===== config.mk =====
export PLATFORM = sky130hd
export DESIGN_NAME = guess_entry_ctrl_flat
export DESIGN_NICKNAME = d
export VERILOG_FILES = /design/src/rtl/guess_entry_ctrl_if.sv /design/src/rtl/guess_entry_ctrl.sv /design/src/flat_wrapper.sv
export SDC_FILE = /design/constraint.sdc
export NUM_CORES = 1
export LEC_CHECK = 0
export CAP_MARGIN = 20
export CELL_PAD_IN_SITES_DETAIL_PLACEMENT = 0
export CELL_PAD_IN_SITES_GLOBAL_PLACEMENT = 1
export CORE_ASPECT_RATIO = 0.6
export CORE_MARGIN = 5
export CORE_UTILIZATION = 35
export DETAILED_ROUTE_END_ITERATION = 7
export PLACE_DENSITY = 0.74
export SLEW_MARGIN = 25
export SYNTH_ARGS = -nofsm -noshare
export SYNTH_HDL_FRONTEND = slang
export SYNTH_SLANG_ARGS = --single-unit

===== constraint.sdc =====
create_clock -name clk -period 2.85 [get_ports clk]
set_input_delay 0.7125 -clock clk [delete_from_list [all_inputs] [get_ports clk]]
set_output_delay 0.7125 -clock clk [all_outputs]
set_load 0.02 [all_outputs]

===== src/rtl/guess_entry_ctrl_if.sv =====
// guess_entry_ctrl_if
//   Bundles the keyboard strobes, the word_db lookup pair and the guess
//   result outputs of guess_entry_ctrl into one interface.
//   slave  : the controller side (takes keys and db_in_db, drives the rest)
//   master : the environment side (keyboard decoder, word_db, game logic)
// Signals
//   clear        start new game (sync)
//   key_valid    letter strobe; key_code 0='a'..25='z', 26..31 illegal
//   key_del      backspace strobe
//   key_enter    submit strobe
//   db_word      word presented to word_db, letter i at [5i+4:5i]
//   db_in_db     word_db membership result (combinational from db_word)
//   cur_len      letters currently buffered, 0..5
//   busy         lookup/result in progress, keys ignored
//   guess_valid  one-cycle result strobe
//   guess_accept accept flag, qualified by guess_valid
//   guess_word   last submitted word
//   guess_num    accepted guesses this game
//   game_over    guess limit reached
interface guess_entry_ctrl_if;
  logic        clear;
  logic        key_valid;
  logic [4:0]  key_code;
  logic        key_del;
  logic        key_enter;
  logic [24:0] db_word;
  logic        db_in_db;
  logic [2:0]  cur_len;
  logic        busy;
  logic        guess_valid;
  logic        guess_accept;
  logic [24:0] guess_word;
  logic [2:0]  guess_num;
  logic        game_over;

  modport slave (
    input  clear, key_valid, key_code, key_del, key_enter, db_in_db,
    output db_word, cur_len, busy, guess_valid, guess_accept,
           guess_word, guess_num, game_over
  );

  modport master (
    output clear, key_valid, key_code, key_del, key_enter, db_in_db,
    input  db_word, cur_len, busy, guess_valid, guess_accept,
           guess_word, guess_num, game_over
  );
endinterface


===== src/rtl/guess_entry_ctrl.sv =====
// guess_entry_ctrl
//   Sequences one Wordle guess: collects typed letters into a 25-bit word,
//   presents it to the word_db bloom filter, samples the membership answer
//   after DB_WAIT cycles and reports accept/reject. Counts accepted guesses
//   per game and locks out further entry once MAX_GUESSES is reached.
// Ports
//   clk    system clock
//   rst_n  asynchronous active-low reset
//   bus    guess_entry_ctrl_if.slave (keys, db lookup, guess results)
// Parameters
//   MAX_GUESSES  guesses per game before lockout (1..7)
//   DB_WAIT      cycles db_word is held before db_in_db is sampled (1..15)
// Build option
//   REJECT_REPEAT_EN  keeps a per-game history of accepted words and
//                     rejects resubmission of any of them.
module guess_entry_ctrl #(
  parameter int MAX_GUESSES = 6,
  parameter int DB_WAIT     = 1
) (
  input  logic                clk,
  input  logic                rst_n,
  guess_entry_ctrl_if.slave   bus
);

  localparam logic [1:0] ST_ENTRY  = 2'd0;
  localparam logic [1:0] ST_LOOKUP = 2'd1;
  localparam logic [1:0] ST_RESULT = 2'd2;
  localparam logic [1:0] ST_DONE   = 2'd3;

  localparam logic [2:0] MaxNum  = 3'(MAX_GUESSES);
  localparam logic [3:0] WaitCnt = 4'(DB_WAIT);

  logic [1:0]  state_q, state_d;
  logic [24:0] buf_q, buf_d;
  logic [2:0]  len_q, len_d;
  logic [3:0]  cnt_q, cnt_d;
  logic [24:0] gword_q, gword_d;
  logic [2:0]  gnum_q, gnum_d;
  logic        valid_q, valid_d;
  logic        accept_q, accept_d;
  logic        accept_w;

`ifdef REJECT_REPEAT_EN
  logic [24:0]            hist_q [MAX_GUESSES];
  logic [MAX_GUESSES-1:0] hvalid_q;
  logic                   repeat_w;

  // The submitted word is compared against every valid history entry.
  always_comb begin
    repeat_w = 1'b0;
    for (int i = 0; i < MAX_GUESSES; i++)
      if (hvalid_q[i] && hist_q[i] == gword_q) repeat_w = 1'b1;
  end

  assign accept_w = bus.db_in_db & ~repeat_w;

  // History is appended on the RESULT edge of an accepted guess, at the
  // slot indexed by the guess count before it increments.
  always_ff @(posedge clk or negedge rst_n) begin
    if (!rst_n) begin
      hvalid_q <= '0;
      for (int i = 0; i < MAX_GUESSES; i++) hist_q[i] <= '0;
    end else if (bus.clear) begin
      hvalid_q <= '0;
    end else if (state_q == ST_RESULT && accept_q) begin
      for (int i = 0; i < MAX_GUESSES; i++)
        if (3'(i) == gnum_q) begin
          hist_q[i]   <= gword_q;
          hvalid_q[i] <= 1'b1;
        end
    end
  end
`else
  assign accept_w = bus.db_in_db;
`endif

  // Next-state logic. Clear overrides everything; in ENTRY the key actions
  // are prioritised enter > del > key and only one takes effect per cycle.
  always_comb begin
    state_d  = state_q;
    buf_d    = buf_q;
    len_d    = len_q;
    cnt_d    = cnt_q;
    gword_d  = gword_q;
    gnum_d   = gnum_q;
    valid_d  = 1'b0;
    accept_d = accept_q;

    if (bus.clear) begin
      state_d = ST_ENTRY;
      buf_d   = '0;
      len_d   = '0;
      cnt_d   = '0;
      gnum_d  = '0;
    end else begin
      case (state_q)
        ST_ENTRY: begin
          if (bus.key_enter) begin
            if (len_q == 3'd5) begin
              gword_d = buf_q;
              cnt_d   = WaitCnt;
              state_d = ST_LOOKUP;
            end
          end else if (bus.key_del) begin
            if (len_q != 3'd0) begin
              len_d = len_q - 3'd1;
              for (int i = 0; i < 5; i++)
                if (3'(i) == len_d) buf_d[5*i +: 5] = 5'd0;
            end
          end else if (bus.key_valid) begin
            if (bus.key_code <= 5'd25 && len_q < 3'd5) begin
              for (int i = 0; i < 5; i++)
                if (3'(i) == len_q) buf_d[5*i +: 5] = bus.key_code;
              len_d = len_q + 3'd1;
            end
          end
        end
        ST_LOOKUP: begin
          cnt_d = cnt_q - 4'd1;
          if (cnt_q == 4'd1) begin
            accept_d = accept_w;
            valid_d  = 1'b1;
            state_d  = ST_RESULT;
          end
        end
        ST_RESULT: begin
          if (accept_q) begin
            buf_d = '0;
            len_d = '0;
            if (gnum_q < MaxNum) gnum_d = gnum_q + 3'd1;
            state_d = (gnum_d == MaxNum) ? ST_DONE : ST_ENTRY;
          end else begin
            state_d = ST_ENTRY;
          end
        end
        default: ;
      endcase
    end
  end

  always_ff @(posedge clk or negedge rst_n) begin
    if (!rst_n) begin
      state_q  <= ST_ENTRY;
      buf_q    <= '0;
      len_q    <= '0;
      cnt_q    <= '0;
      gword_q  <= '0;
      gnum_q   <= '0;
      valid_q  <= 1'b0;
      accept_q <= 1'b0;
    end else begin
      state_q  <= state_d;
      buf_q    <= buf_d;
      len_q    <= len_d;
      cnt_q    <= cnt_d;
      gword_q  <= gword_d;
      gnum_q   <= gnum_d;
      valid_q  <= valid_d;
      accept_q <= accept_d;
    end
  end

  assign bus.db_word      = buf_q;
  assign bus.cur_len      = len_q;
  assign bus.busy         = (state_q == ST_LOOKUP) || (state_q == ST_RESULT);
  assign bus.guess_valid  = valid_q;
  assign bus.guess_accept = accept_q;
  assign bus.guess_word   = gword_q;
  assign bus.guess_num    = gnum_q;
  assign bus.game_over    = (gnum_q == MaxNum);

endmodule

===== src/flat_wrapper.sv =====
// flat-port wrapper written by rule: the top's interface ports become plain ports
module guess_entry_ctrl_flat 
#(
  parameter int MAX_GUESSES = 6,
  parameter int DB_WAIT     = 1
)
  (clk, rst_n, bus_clear, bus_key_valid, bus_key_code, bus_key_del, bus_key_enter, bus_db_in_db, bus_db_word, bus_cur_len, bus_busy, bus_guess_valid, bus_guess_accept, bus_guess_word, bus_guess_num, bus_game_over);
  guess_entry_ctrl_if bus_i ();
  input  logic clk;
  input  logic rst_n;
  input wire logic [$bits(bus_i.clear)-1:0] bus_clear;
  input wire logic [$bits(bus_i.key_valid)-1:0] bus_key_valid;
  input wire logic [$bits(bus_i.key_code)-1:0] bus_key_code;
  input wire logic [$bits(bus_i.key_del)-1:0] bus_key_del;
  input wire logic [$bits(bus_i.key_enter)-1:0] bus_key_enter;
  input wire logic [$bits(bus_i.db_in_db)-1:0] bus_db_in_db;
  output wire logic [$bits(bus_i.db_word)-1:0] bus_db_word;
  output wire logic [$bits(bus_i.cur_len)-1:0] bus_cur_len;
  output wire logic [$bits(bus_i.busy)-1:0] bus_busy;
  output wire logic [$bits(bus_i.guess_valid)-1:0] bus_guess_valid;
  output wire logic [$bits(bus_i.guess_accept)-1:0] bus_guess_accept;
  output wire logic [$bits(bus_i.guess_word)-1:0] bus_guess_word;
  output wire logic [$bits(bus_i.guess_num)-1:0] bus_guess_num;
  output wire logic [$bits(bus_i.game_over)-1:0] bus_game_over;
  assign bus_i.clear = bus_clear;
  assign bus_i.key_valid = bus_key_valid;
  assign bus_i.key_code = bus_key_code;
  assign bus_i.key_del = bus_key_del;
  assign bus_i.key_enter = bus_key_enter;
  assign bus_i.db_in_db = bus_db_in_db;
  assign bus_db_word = bus_i.db_word;
  assign bus_cur_len = bus_i.cur_len;
  assign bus_busy = bus_i.busy;
  assign bus_guess_valid = bus_i.guess_valid;
  assign bus_guess_accept = bus_i.guess_accept;
  assign bus_guess_word = bus_i.guess_word;
  assign bus_guess_num = bus_i.guess_num;
  assign bus_game_over = bus_i.game_over;
  guess_entry_ctrl #(.MAX_GUESSES(MAX_GUESSES), .DB_WAIT(DB_WAIT)) u_core (.clk(clk), .rst_n(rst_n), .bus(bus_i));
endmodule

==> flow_summary.yaml <==
clocking:
  cts_setup_buffers: 0
  cts_tree: "done"
  clk_pin_slew_ps: 50
  clock_latency_ps: 330
  post_cts_resized: 0
  htreeDepth: 3
  cts_root_buf: "clkbuf_16"
  cts_made_buffers: 9
  cts_num_sinks: 64
  clk_path_buf_depth: 2
  cts_hold_buf: 0
worst_setup_path:
  arrival_ps: 1760
  cp.required_ps: 2140
  crit_path_max_fanout: 6
  critPathKind: "flip-flop to primary output"
  startpoint_type: "flip-flop"
  end_kind: "primary output"
logic_synthesis:
  synth_edf_count: 0
  synth.top_cells.by_count: "dfrtp_1, mux2_2, nand2_1, inv_1, o21ai_0"
  synth.most_common_cell: "dfrtp_1"
  avgSynthCellArea_um2: 11.1
  async_flop_share: 1.00
  yosys.area.top_type_share: 0.483
  syn_nets: 325
  ys_types: 50
  synthFlopType: "dfrtp_1"
  synth_top_cell_by_area: "dfrtp_1"
  synth.area.top_cells: "dfrtp_1, mux2_2, ha_1"
  ys_seq_area_frac: 0.483
  synth_seq_cells: 64
  synth_area_mm2: 0.00332
  syn_inst: 299
  yosys_warnings: 0
routing:
  wl_mm: 8.32
  vias: 2545
  ant_nets: 0
  drc: 0
  dr.pass1.iters: 4
  wl_per_cell_um: 16.2
  viasPerCell: 4.94
  drtIter0Drc: 145
grt:
  track_usage: 0.148
  grt_max_degree: 65
  grt_pass1_wl_mm: 13.5
  antenna_found_initial: 0
  grt_overflow: 0
  grt_pass1_vias: 2502
worst_hold_path:
  hold_class: "input port to asynchronous set/reset pin"
run:
  drv_cap: 0
power:
  vdd_drop_max_mv: 0.315
  swShare: 0.299
  seq_power_share: 0.337
  clkPwrFrac: 0.401
  powerDensity_mw_per_mm2: 688
  p_int_mw: 2.22
  leakagePower_nw: 2.02
  pwr-share-comb: 0.262
  p_sw_mw: 0.946
die:
  core_mm2: 0.00922
  die_h_um: 85.4
  row_count: 27
  pin_count: 72
  die_x_um: 136
  initial_utilization: 0.360
  die-area_mm2: 0.0116
layout:
  syn_to_final_growth_pct: 38.6
  regArea_mm2: 0.00160
  multi_input_area_mm2: 0.00156
  drive_gt1_frac: 0.169
  fillers: 822
  antenna_cells: 0
  final_core_util: 0.498
  nets: 406
  final_cells: 515
  stdcell_area_mm2: 0.00460
placed_design:
  hpwl_mm: 6.00
  placed_area_mm2: 0.00425
  placedCellCount: 499
  io_buffer_count: 71
  place_congestion: 0.816
timing:
  worst_pin_slew_ps: 559
  clock.fmax_mhz: 405
  maxSlewViolCount: 0
  fin_crit_ps: 2470
  skew_ps: 5.18
  hold_viol: 0
  fin_setup_tns_ps: 0
  rsz0062_at_grt: "no"
  relSlewSlack: 0.626
  timing.final.crit_share: 0.867
  whs_ps: 397
  setup_violations: 0
status:
  status: "completed"
stage by stage:
stage	power [mW]	setup slack, ps
final	3.16	380
after global placement	1.91	161
after floorplan	1.59	662
after CTS	3.19	371
after detailed placement	1.91	147
after global routing	3.31	298
layer usage:
layer | wire length (um) | global-route usage | vias to the layer above
met1 | 4380 | 0.223 | 1227
met4 | 54 | 0.0384 | 0
met3 | 548 | 0.0533 | 6
met5 | 0 | 0 | -
met2 | 3340 | 0.199 | 65
li1 | - | - | 1247
area by class of cell:
cell class,instances,area share
Timing Repair Buffer,86,0.183
Inverter,23,0.0188
Sequential cell,64,0.348
Clock buffer,11,0.0528
Clock inverter,5,0.0226
Multi-Input combinational cell,196,0.339
Tap cell,130,0.0354
power groups by stage:
stage / registers, mW / clock network, mW / logic, mW
3_5_place_dp: 1.08 / 0 / 0.824
3_3_place_gp: 1.08 / 0 / 0.824
6_report: 1.07 / 1.27 / 0.829
4_1_cts: 1.07 / 1.29 / 0.829
5_1_grt: 1.08 / 1.32 / 0.903
2_1_floorplan: 1.12 / 0 / 0.467
cells by family after synthesis:
logic type	synth area share
AO/OA/AOI/OAI	0.147
XOR/XNOR	0.00793
adder cells (fa/ha/maj)	0.0528
buffers and inverters	0.0483
flip-flops	0.483
multiplexers	0.137
AND/OR/NAND/NOR	0.125
placed cells by master, fill, tap and decap left out, types with 4 or more instances in the layout:
cell	instances
buf_4	13
mux2i_1	16
nor2_1	5
a21oi_1	6
dfrtp_1	64
mux2_2	26
nor2b_1	7
ha_1	14
inv_1	23
nand2_1	25
clkdlybuf4s50_1	70
nor4_1	5
o31ai_1	5
clkbuf_16	9
o32ai_1	11
nand4bb_1	5
nor3b_1	4
o21ai_0	20
final timing paths:
check                                         startpoint                   endpoint  cells past startpoint  slack, ps
worst max-delay path             u_core.bus.guess_num[0]              bus_game_over                      4        380
worst min-delay path                               rst_n  u_core.bus.guess_word[21]                      2        400
worst max register to register         u_core.state_q[1]      u_core.bus.db_word[1]                      6        500
worst min register to register  u_core.bus.guess_word[1]   u_core.bus.guess_word[1]                      1        500
max in group asynchronous                          rst_n  u_core.bus.guess_word[16]                      2       2170
min in group clk                u_core.bus.guess_word[1]   u_core.bus.guess_word[1]                      1        500
worst max-delay path, cell delays in order, from the launching register on:
cell	delay, ps
dfrtp_1	450
inv_1	110
ha_1	150
and2_1	110
clkdlybuf4s50_1	600
sequential cells by signal, indices dropped and copies added (netlist names):
signal / cells
u_core.bus.cur_len: 3
u_core.bus.db_word: 25
u_core.bus.guess_accept: 1
u_core.bus.guess_num: 3
u_core.bus.guess_valid: 1
u_core.bus.guess_word: 25
u_core.cnt_q: 4
u_core.state_q: 2
Note: power is estimated with default switching activity, not from simulation.
